==> src/rtl/fetch_queue.sv <==
// fetch_queue: fetches aligned instruction pairs into a 16-bit FIFO.
// Define FETCHQ_BYPASS_EN to show an empty-queue response same cycle.
module fetch_queue #(
  parameter int DEPTH = 8,
  parameter int PC_W  = 16
) (
  input  logic                   clk,
  input  logic                   rst_n,
  output logic                   imem_req,
  output logic [PC_W-1:0]        imem_addr,
  input  logic                   imem_gnt,
  input  logic                   imem_rvalid,
  input  logic [31:0]            imem_rdata,
  input  logic                   redirect_valid,
  input  logic [PC_W-1:0]        redirect_pc,
  input  logic                   isstall,
  input  logic                   issingleinstr,
  output logic [15:0]            instr1_o,
  output logic [15:0]            instr2_o,
  output logic [$clog2(DEPTH):0] count_o
);

  localparam int AW = $clog2(DEPTH);
  localparam int CW = AW + 1;

  typedef enum logic [1:0] {
    S_IDLE,
    S_REQ,
    S_WAIT
  } state_t;

  state_t          r_state;
  state_t          w_state_nx;
  logic [15:0]     r_mem [DEPTH];
  logic [AW-1:0]   r_head;
  logic [AW-1:0]   r_tail;
  logic [CW-1:0]   r_count;
  logic [PC_W-1:0] r_pc;
  logic            r_skip;
  logic            r_drop;

  logic            w_rsp;
  logic            w_push;
  logic            w_byp;
  logic            w_space;
  logic [1:0]      w_nin;
  logic [1:0]      w_want;
  logic [1:0]      w_pop;
  logic [1:0]      w_qpop;
  logic [1:0]      w_wr_n;
  logic [15:0]     w_in0;
  logic [15:0]     w_in1;
  logic [15:0]     w_wr0;
  logic [CW-1:0]   w_avail;
  logic [CW:0]     w_after;
  logic [AW-1:0]   w_head1;
  logic [AW-1:0]   w_tail1;

  assign w_rsp  = (r_state == S_WAIT) && imem_rvalid && !r_drop;
  assign w_push = w_rsp && !redirect_valid;
  assign w_nin  = r_skip ? 2'd1 : 2'd2;
  assign w_in0  = r_skip ? imem_rdata[31:16] : imem_rdata[15:0];
  assign w_in1  = imem_rdata[31:16];

`ifdef FETCHQ_BYPASS_EN
  assign w_byp = w_push && (r_count == '0);
`else
  assign w_byp = 1'b0;
`endif

  assign w_want = isstall ? 2'd0 :
                  (issingleinstr ? 2'd1 : 2'd2);

  // During bypass the pop is taken from the incoming pair itself
  assign w_avail = w_byp ? CW'(w_nin) : r_count;
  assign w_pop   = (w_avail < CW'(w_want)) ?
                   w_avail[1:0] : w_want;
  assign w_qpop  = w_byp ? 2'd0 : w_pop;
  assign w_wr0   = (w_byp && w_pop != 2'd0) ? w_in1 : w_in0;

  always_comb begin
    w_wr_n = 2'd0;
    if (w_push) begin
      if (w_byp) w_wr_n = w_nin - w_pop;
      else       w_wr_n = w_nin;
    end
  end

  assign w_head1 = r_head + 1'b1;
  assign w_tail1 = r_tail + 1'b1;

  // Reserve room for a whole pair before asking for it
  assign w_after = {1'b0, r_count} - (CW+1)'(w_pop)
                 + (CW+1)'(2);
  assign w_space = w_after <= (CW+1)'(DEPTH);

  always_comb begin
    instr1_o = 16'h0;
    instr2_o = 16'h0;
    if (w_byp) begin
      instr1_o = w_in0;
      instr2_o = r_skip ? 16'h0 : w_in1;
    end else begin
      if (r_count >= CW'(1)) instr1_o = r_mem[r_head];
      if (r_count >= CW'(2)) instr2_o = r_mem[w_head1];
    end
  end

  assign count_o   = r_count;
  assign imem_addr = r_pc;

  always_comb begin
    w_state_nx = r_state;
    imem_req   = 1'b0;
    case (r_state)
      S_IDLE: begin
        if (!redirect_valid && w_space)
          w_state_nx = S_REQ;
      end
      S_REQ: begin
        imem_req = !redirect_valid;
        if (redirect_valid)
          w_state_nx = S_IDLE;
        else if (imem_gnt)
          w_state_nx = S_WAIT;
      end
      S_WAIT: begin
        if (imem_rvalid)
          w_state_nx = S_IDLE;
      end
      default: w_state_nx = S_IDLE;
    endcase
  end

  always_ff @(posedge clk or negedge rst_n) begin
    if (!rst_n) begin
      r_state <= S_IDLE;
      r_head  <= '0;
      r_tail  <= '0;
      r_count <= '0;
      r_pc    <= '0;
      r_skip  <= 1'b0;
      r_drop  <= 1'b0;
    end else begin
      r_state <= w_state_nx;
      if (redirect_valid) begin
        r_head  <= '0;
        r_tail  <= '0;
        r_count <= '0;
        r_pc    <= {redirect_pc[PC_W-1:1], 1'b0};
        r_skip  <= redirect_pc[0];
        r_drop  <= (r_state == S_WAIT) && !imem_rvalid;
      end else begin
        r_head  <= r_head + AW'(w_qpop);
        r_tail  <= r_tail + AW'(w_wr_n);
        r_count <= r_count - CW'(w_qpop) + CW'(w_wr_n);
        if (imem_req && imem_gnt)
          r_pc <= r_pc + PC_W'(2);
        if (w_push)
          r_skip <= 1'b0;
        if (r_state == S_WAIT && imem_rvalid)
          r_drop <= 1'b0;
      end
    end
  end

  always_ff @(posedge clk) begin
    if (w_wr_n != 2'd0)
      r_mem[r_tail] <= w_wr0;
    if (w_wr_n == 2'd2)
      r_mem[w_tail1] <= w_in1;
  end

endmodule

==> config.mk <==
export PLATFORM = sky130hd
export DESIGN_NAME = fetch_queue
export DESIGN_NICKNAME = d
export VERILOG_FILES = /design/src/rtl/fetch_queue.sv
export SDC_FILE = /design/constraint.sdc
export NUM_CORES = 1
export LEC_CHECK = 0
export ABC_AREA = 1
export CAP_MARGIN = 20
export CORE_MARGIN = 2
export CORE_UTILIZATION = 40
export CTS_BUF_LIST = sky130_fd_sc_hd__clkbuf_8
export DETAILED_ROUTE_END_ITERATION = 16
export PLACE_DENSITY = 0.66
export RECOVER_POWER = 100
export SLEW_MARGIN = 20
export SYNTH_ARGS = -nofsm -noshare
export SYNTH_HDL_FRONTEND = slang
export SYNTH_SLANG_ARGS = --single-unit
==> constraint.sdc <==
create_clock -name clk -period 3.9 [get_ports clk]
set_input_delay 0.78 -clock clk [delete_from_list [all_inputs] [get_ports clk]]
set_output_delay 0.78 -clock clk [all_outputs]
set_load 0.02 [all_outputs]
# ---- Word-level counts from Yosys, hierarchy flattened
# Memories as Yosys holds them, arrays and structs flattened.
# Index checks and enable logic that the tools add are counted.
dict set report op_classes {
  order_cmp 4
  n_eq_ne 6
  n_shift 0
  n_mux 27
  n_bitwise 0
  n_mul 0
  div_mod_pow 0
  n_reduce_logical 15
  add_sub_neg 9
}
# cell n
set ops {}
lappend ops {{2-to-1 mux 16 bit} 5}
lappend ops {{2-to-1 mux 2 bit} 9}
lappend ops {{adder 16 x 2 -> 16 bit, second input constant} 1}
lappend ops {{2-to-1 mux 1 bit} 9}
lappend ops {{nonzero test 2 bit} 4}
lappend ops {{adder 3 x 1 -> 3 bit, second input constant} 2}
lappend ops {{adder 3 x 2 -> 3 bit} 2}
lappend ops {{logical AND 1 bit} 6}
lappend ops {{2-to-1 mux 3 bit} 2}
lappend ops {{case mux 2 bit (3 select lines)} 1}
lappend ops {{adder 5 x 2 -> 5 bit, second input constant} 1}
lappend ops {{<= comparator 5 x 4 -> 1 bit, second input constant} 1}
lappend ops {{subtractor 4 x 2 -> 5 bit} 1}
lappend ops {{adder 4 x 2 -> 4 bit} 1}
lappend ops {{equality test 2 bit, second input constant} 2}
lappend ops {{>= comparator 4 x 1 -> 1 bit, second input constant} 1}
lappend ops {{>= comparator 4 x 2 -> 1 bit, second input constant} 1}
lappend ops {{less-than comparator 4 x 2 -> 1 bit} 1}
lappend ops {{2-to-1 mux 4 bit} 1}
lappend ops {{!= test 2 bit, second input constant} 2}
lappend ops {{subtractor 4 x 2 -> 4 bit} 1}
lappend ops {{logical NOT 1 bit} 3}
lappend ops {{!= test 3 bit, second input constant} 1}
lappend ops {{AND reduction 3 bit} 1}
lappend ops {{2 further kinds} 2}
dict set report totals {
  mem_bits_rw 128
  mem_bits_ro 0
  elab_cells 69
  latch_bits 0
  mem_count 1
  in_bits 55
  out_inout_bits 53
  register_bits 30
}
# memory words width read_ports rd_ports_with_merged_regs wr line
set mem_list {}
lappend mem_list {r_mem 8 16 2 0 2 34} ;# logic [15:0] r_mem [DEPTH];

# ---- Logic depth before layout (Yosys ltp)
dict set report logic_depth {
  ltp_word 10
  depth_mapped 16
  ltp_nobuf 16
}

# ---- Least setup slack after synthesis
# Ideal clock, no wire load.
dict set report synth_path {
  path_type {input port to flip-flop}
  startpoint {in isstall}
  endpoint {reg r_count[3], in the netlist count_o[3]}
  arrival_ps 3046
  path_slack_ps 722
  setup_time_ps 132
  cell_stages 13
  path_cell_list {inv_1 -> nand2_1 -> ha_1 -> a21oi_1 -> nand2_1 -> o21ai_0 -> inv_1 -> fa_1 -> ha_1 -> a21o_1 -> a21oi_1 -> xor2_1 -> nor2_1}
}
dict set report synth_between {
  elab_chain_cells 6
}
# element line
set synth_rtl {}
lappend synth_rtl {{start: declaration} 16} ;# input logic isstall,
lappend synth_rtl {{2-to-1 mux 2 bit (*)} 71} ;# assign w_want = isstall ? 2'd0 :
lappend synth_rtl {{less-than comparator 4 x 2 -> 1 bit} 76} ;# assign w_pop = (w_avail < CW'(w_want)) ?
lappend synth_rtl {{2-to-1 mux 2 bit (*)} 76}
lappend synth_rtl {{subtractor 4 x 2 -> 4 bit (*)} 156} ;# r_count <= r_count - CW'(w_qpop) + CW'(w_wr_n);
lappend synth_rtl {{adder 4 x 2 -> 4 bit (*)} 156}
lappend synth_rtl {{2-to-1 mux 4 bit (*)} 146} ;# if (redirect_valid) begin
lappend synth_rtl {{end signal: assignment} 156}
lappend synth_rtl {{end: declaration} 37} ;# logic [CW-1:0] r_count;
# Every way passes the cells marked *; elsewhere a longest branch is shown, timed or not.
# A chain may end at the register's enable or synchronous reset.

# ---- Worst setup path after layout
dict set report layout_path {
  startpoint {reg r_head[0]}
  endpoint {out instr2_o[14]}
}
dict set report layout_between {
  elab_chain_cells 3
}
# element line
set layout_rtl {}
lappend layout_rtl {{start: declaration} 35} ;# logic [AW-1:0] r_head;
lappend layout_rtl {{start signal: assignment} 154} ;# r_head <= r_head + AW'(w_qpop);
lappend layout_rtl {{adder 3 x 1 -> 3 bit} 89} ;# assign w_head1 = r_head + 1'b1;
lappend layout_rtl {{memory read (8 x 16 bit)} -}
lappend layout_rtl {{2-to-1 mux 16 bit} 105} ;# if (r_count >= CW'(2)) instr2_o = r_mem[w_head1];
lappend layout_rtl {{end: declaration} 19} ;# output logic [15:0] instr2_o,
# No other way between the ends.

==> qor.yml <==
grt_pass1_wl_um: 53700
synth_fp_nets: 1522
synth_compound_area_frac: 0.117
routedWlPerCell_um: 18.5
power.density_nw_per_um2: 558
yosys.area_share.simple: 0.340
rrSetupSlack_ns: 0.73
synth_area_um2: 10600
setup_viol: 0
path_max_fanout: 20
internal_power_mw: 3.79
cts.clk_slew.worst_paths_ns: 0.10
vias_per_cell: 5.59
first_iter_violations: 1134
synthArstFlopShare: 0.185
rows: 59
start_util: 0.408
postSynthCellCount: 1445
synth_top_family_by_area: "simple AND/OR/NAND/NOR gates"
hold_end: "imem_addr[15]$_DFFE_PN0N_"
synth_fa_ha_area_frac: 0.0294
relSlewSlack: 0.199
holdPathStages: 2
fp.dieH_um: 167
p_comb_frac: 0.516
vias: 10400
finalCritPeriodShare: 0.967
p_clk_frac: 0.196
synth-seq-cells: 157
yosysTopAreaCell: "edfxtp_1"
nets: 1586
synth_commonest_cells: "nand2_1 (471), nand3_1 (186), nor2_1 (155)"
clk_latency_ns: 0.48
portBuffers: 106
max-vdd-ir-drop_v: 0.000441
fmax_mhz: 265
maxCapViolations: 0
p_sw_frac: 0.448
tightest_slew_ns: 1.20
r2r_end: "r_mem[7][13]$_DFFE_PP_"
io_pins: 108
leakage_nw: 5.30
skew_ns: 0.0122
dpl_worst_slack_ns: 0.180
finalHoldViolCount: 0
wirelength_um: 34400
drt_first_pass_iters: 7
worstReg2RegStart: "r_drop$_DFFE_PN0P_"
grt-ovfl-total: 0
end_kind: "output pin"
dieWidth_um: 167
setup_slack_ns: 0.130
drive_gt1_frac: 0.0545
antenna_found_initial: 0
synth_top_flop_cell: "edfxtp_1"
final-max-slew-violation-count: 0
drc_errors: 0
grt_max_degree: 97
rsz0062_at_grt: "false"
ys_seq_area_frac: 0.430
dp_cells: 1825
arrival_ns: 2.99
crit_type: "flop to output pin"
gp_congestion: 0.917
crit_path_start_kind: "flop"
antenna_cells: 0
yosysMostFrequentCell: "nand2_1"
clock_path_buffers: 2
cts_tree: "built"
root_buffer: "clkbuf_8"
ant_nets: 0
fp.dieArea_um2: 27900
grt_pass1_vias: 9981
yosysTopAreaCellShare: 0.361
hp-start: "imem_addr[15]$_DFFE_PN0N_"
dp_hpwl_um: 22500
grt_usage: 0.246
syn_area_per_cell_um2: 7.36
ys_top_cells_by_area: "edfxtp_1 (36%), nand2_1 (17%), nand3_1 (8.8%), dfrtp_1 (6.8%), o21ai_0 (6.4%)"
clock-sinks: 157
p_total_mw: 6.87
status: "finished, final reports clean"
ys_types: 41
core_area_um2: 26100
cp.required_ns: 3.12
synth_edf_count: 128
cts_hold_buf: 0
sequentialPowerShare: 0.289
synth.area.mux_share: 0
period_minus_slack_ns: 3.77
r2r_cells: 7
synth_xor_area_frac: 0.00906
yosysWarningCount: 0
final_cells: 1857
setup-tns-final_ns: 0
syn_to_final_growth_pct: 15.8
min_path_type: "flop to flop"
htree_num_levels: 4
switchingPower_mw: 3.08
numCtsBuffers: 17
==> state kept, by name, summed over array words and instances (netlist names) <==
register	cells
r_tail	3
r_skip	1
r_drop	1
imem_addr	15
count_o	4
r_mem	128
r_head	3
r_state	2
==> layout make-up <==
type / instances / area [µm²]
Clock buffer: 17 / 234
Clock inverter: 15 / 193
Fill cell: 2529 / 13700
Inverter: 70 / 263
Multi-Input combinational cell: 1113 / 5200
Sequential cell: 157 / 4570
Tap cell: 335 / 419
Timing Repair Buffer: 150 / 1440
==> per-layer routing <==
metal / vias to the layer above / routed length, µm / GRT usage
li1: 4928 / - / -
met1: 4801 / 13500 / 0.307
met2: 534 / 17000 / 0.420
met5: - / 0 / 0
met4: 0 / 1260 / 0.124
met3: 111 / 2660 / 0.0321
==> metrics by stage <==
stage	util	hold WS [ns]	cell area (µm²)
detailed placement	0.462	0.549	12000
global placement	0.462	0.550	12000
floorplan	-	0.484	10600
finish	0.473	0.565	12300
global route	0.473	0.614	12300
CTS	0.479	0.576	12500
==> critical path, cell delays in order (launching register included) <==
cell,delay [ns]
dfrtp_4,0.52
ha_1,0.33
buf_4,0.29
o21ai_0,0.16
o211ai_1,0.18
nand2_1,0.08
nor2_1,0.22
dlygate4sd3_1,0.72
==> how the worst max path moves through the flow <==
stage	startpoint	slack, ns	endpoint	depth (start not counted)
after CTS	r_head[0]$_DFF_PN0_	0.13	instr2_o[5]	8
after floorplan	isstall	0.72	count_o[3]$_DFF_PN0_	13
after global routing	r_head[0]$_DFF_PN0_	0.003	instr2_o[7]	8
after global placement	issingleinstr	0.25	count_o[3]$_DFF_PN0_	14
final	r_head[0]$_DFF_PN0_	0.13	instr2_o[14]	7
after detailed placement	issingleinstr	0.18	count_o[3]$_DFF_PN0_	14
==> placed cells by master (no fill, tap or decap), types with 6 or more instances in the layout <==
cell and n:
clkbuf_8 17, a31oi_1 16, buf_4 20, buf_12 7, dfrtp_1 28, edfxtp_1 128
clkdlybuf4s50_1 63, dlygate4sd3_1 42, nand2_1 475, ha_1 17, a21oi_1 57, o21ai_0 136
o21ai_1 7, xor2_1 6, clkbuf_1 12, nand3_1 190, nor2_1 158, nor2_4 10
inv_1 66
==> power by group through the flow <==
stage | clock network (mW) | logic [mW] | registers, mW
6_report | 1.34 | 3.54 | 1.98
5_1_grt | 1.41 | 3.87 | 1.99
4_1_cts | 1.35 | 3.60 | 1.98
3_5_place_dp | 0 | 3.58 | 2.02
3_3_place_gp | 0 | 3.53 | 2.02
2_1_floorplan | 0 | 2.11 | 2.04
==> kinds of logic (layout without fill, tap and decap cells) <==
kind of cell,count (synthesis),count (layout)
other,1,1
AOI/OAI and AO/OA,236,236
DFF,157,157
xor gates and xnor gates,11,11
and+or+nand+nor,843,843
buffers and inverters,175,252
adders and majority gates,22,22
==> timing repair <==
| action | in CTS | in global routing |
|---|---|---|
| gates resized for setup | 0 | 2 |
| setup buffers | 0 | 0 |
| endpoints found under the setup margin | 0 | 2 |
(Power assumes the default switching activity.)
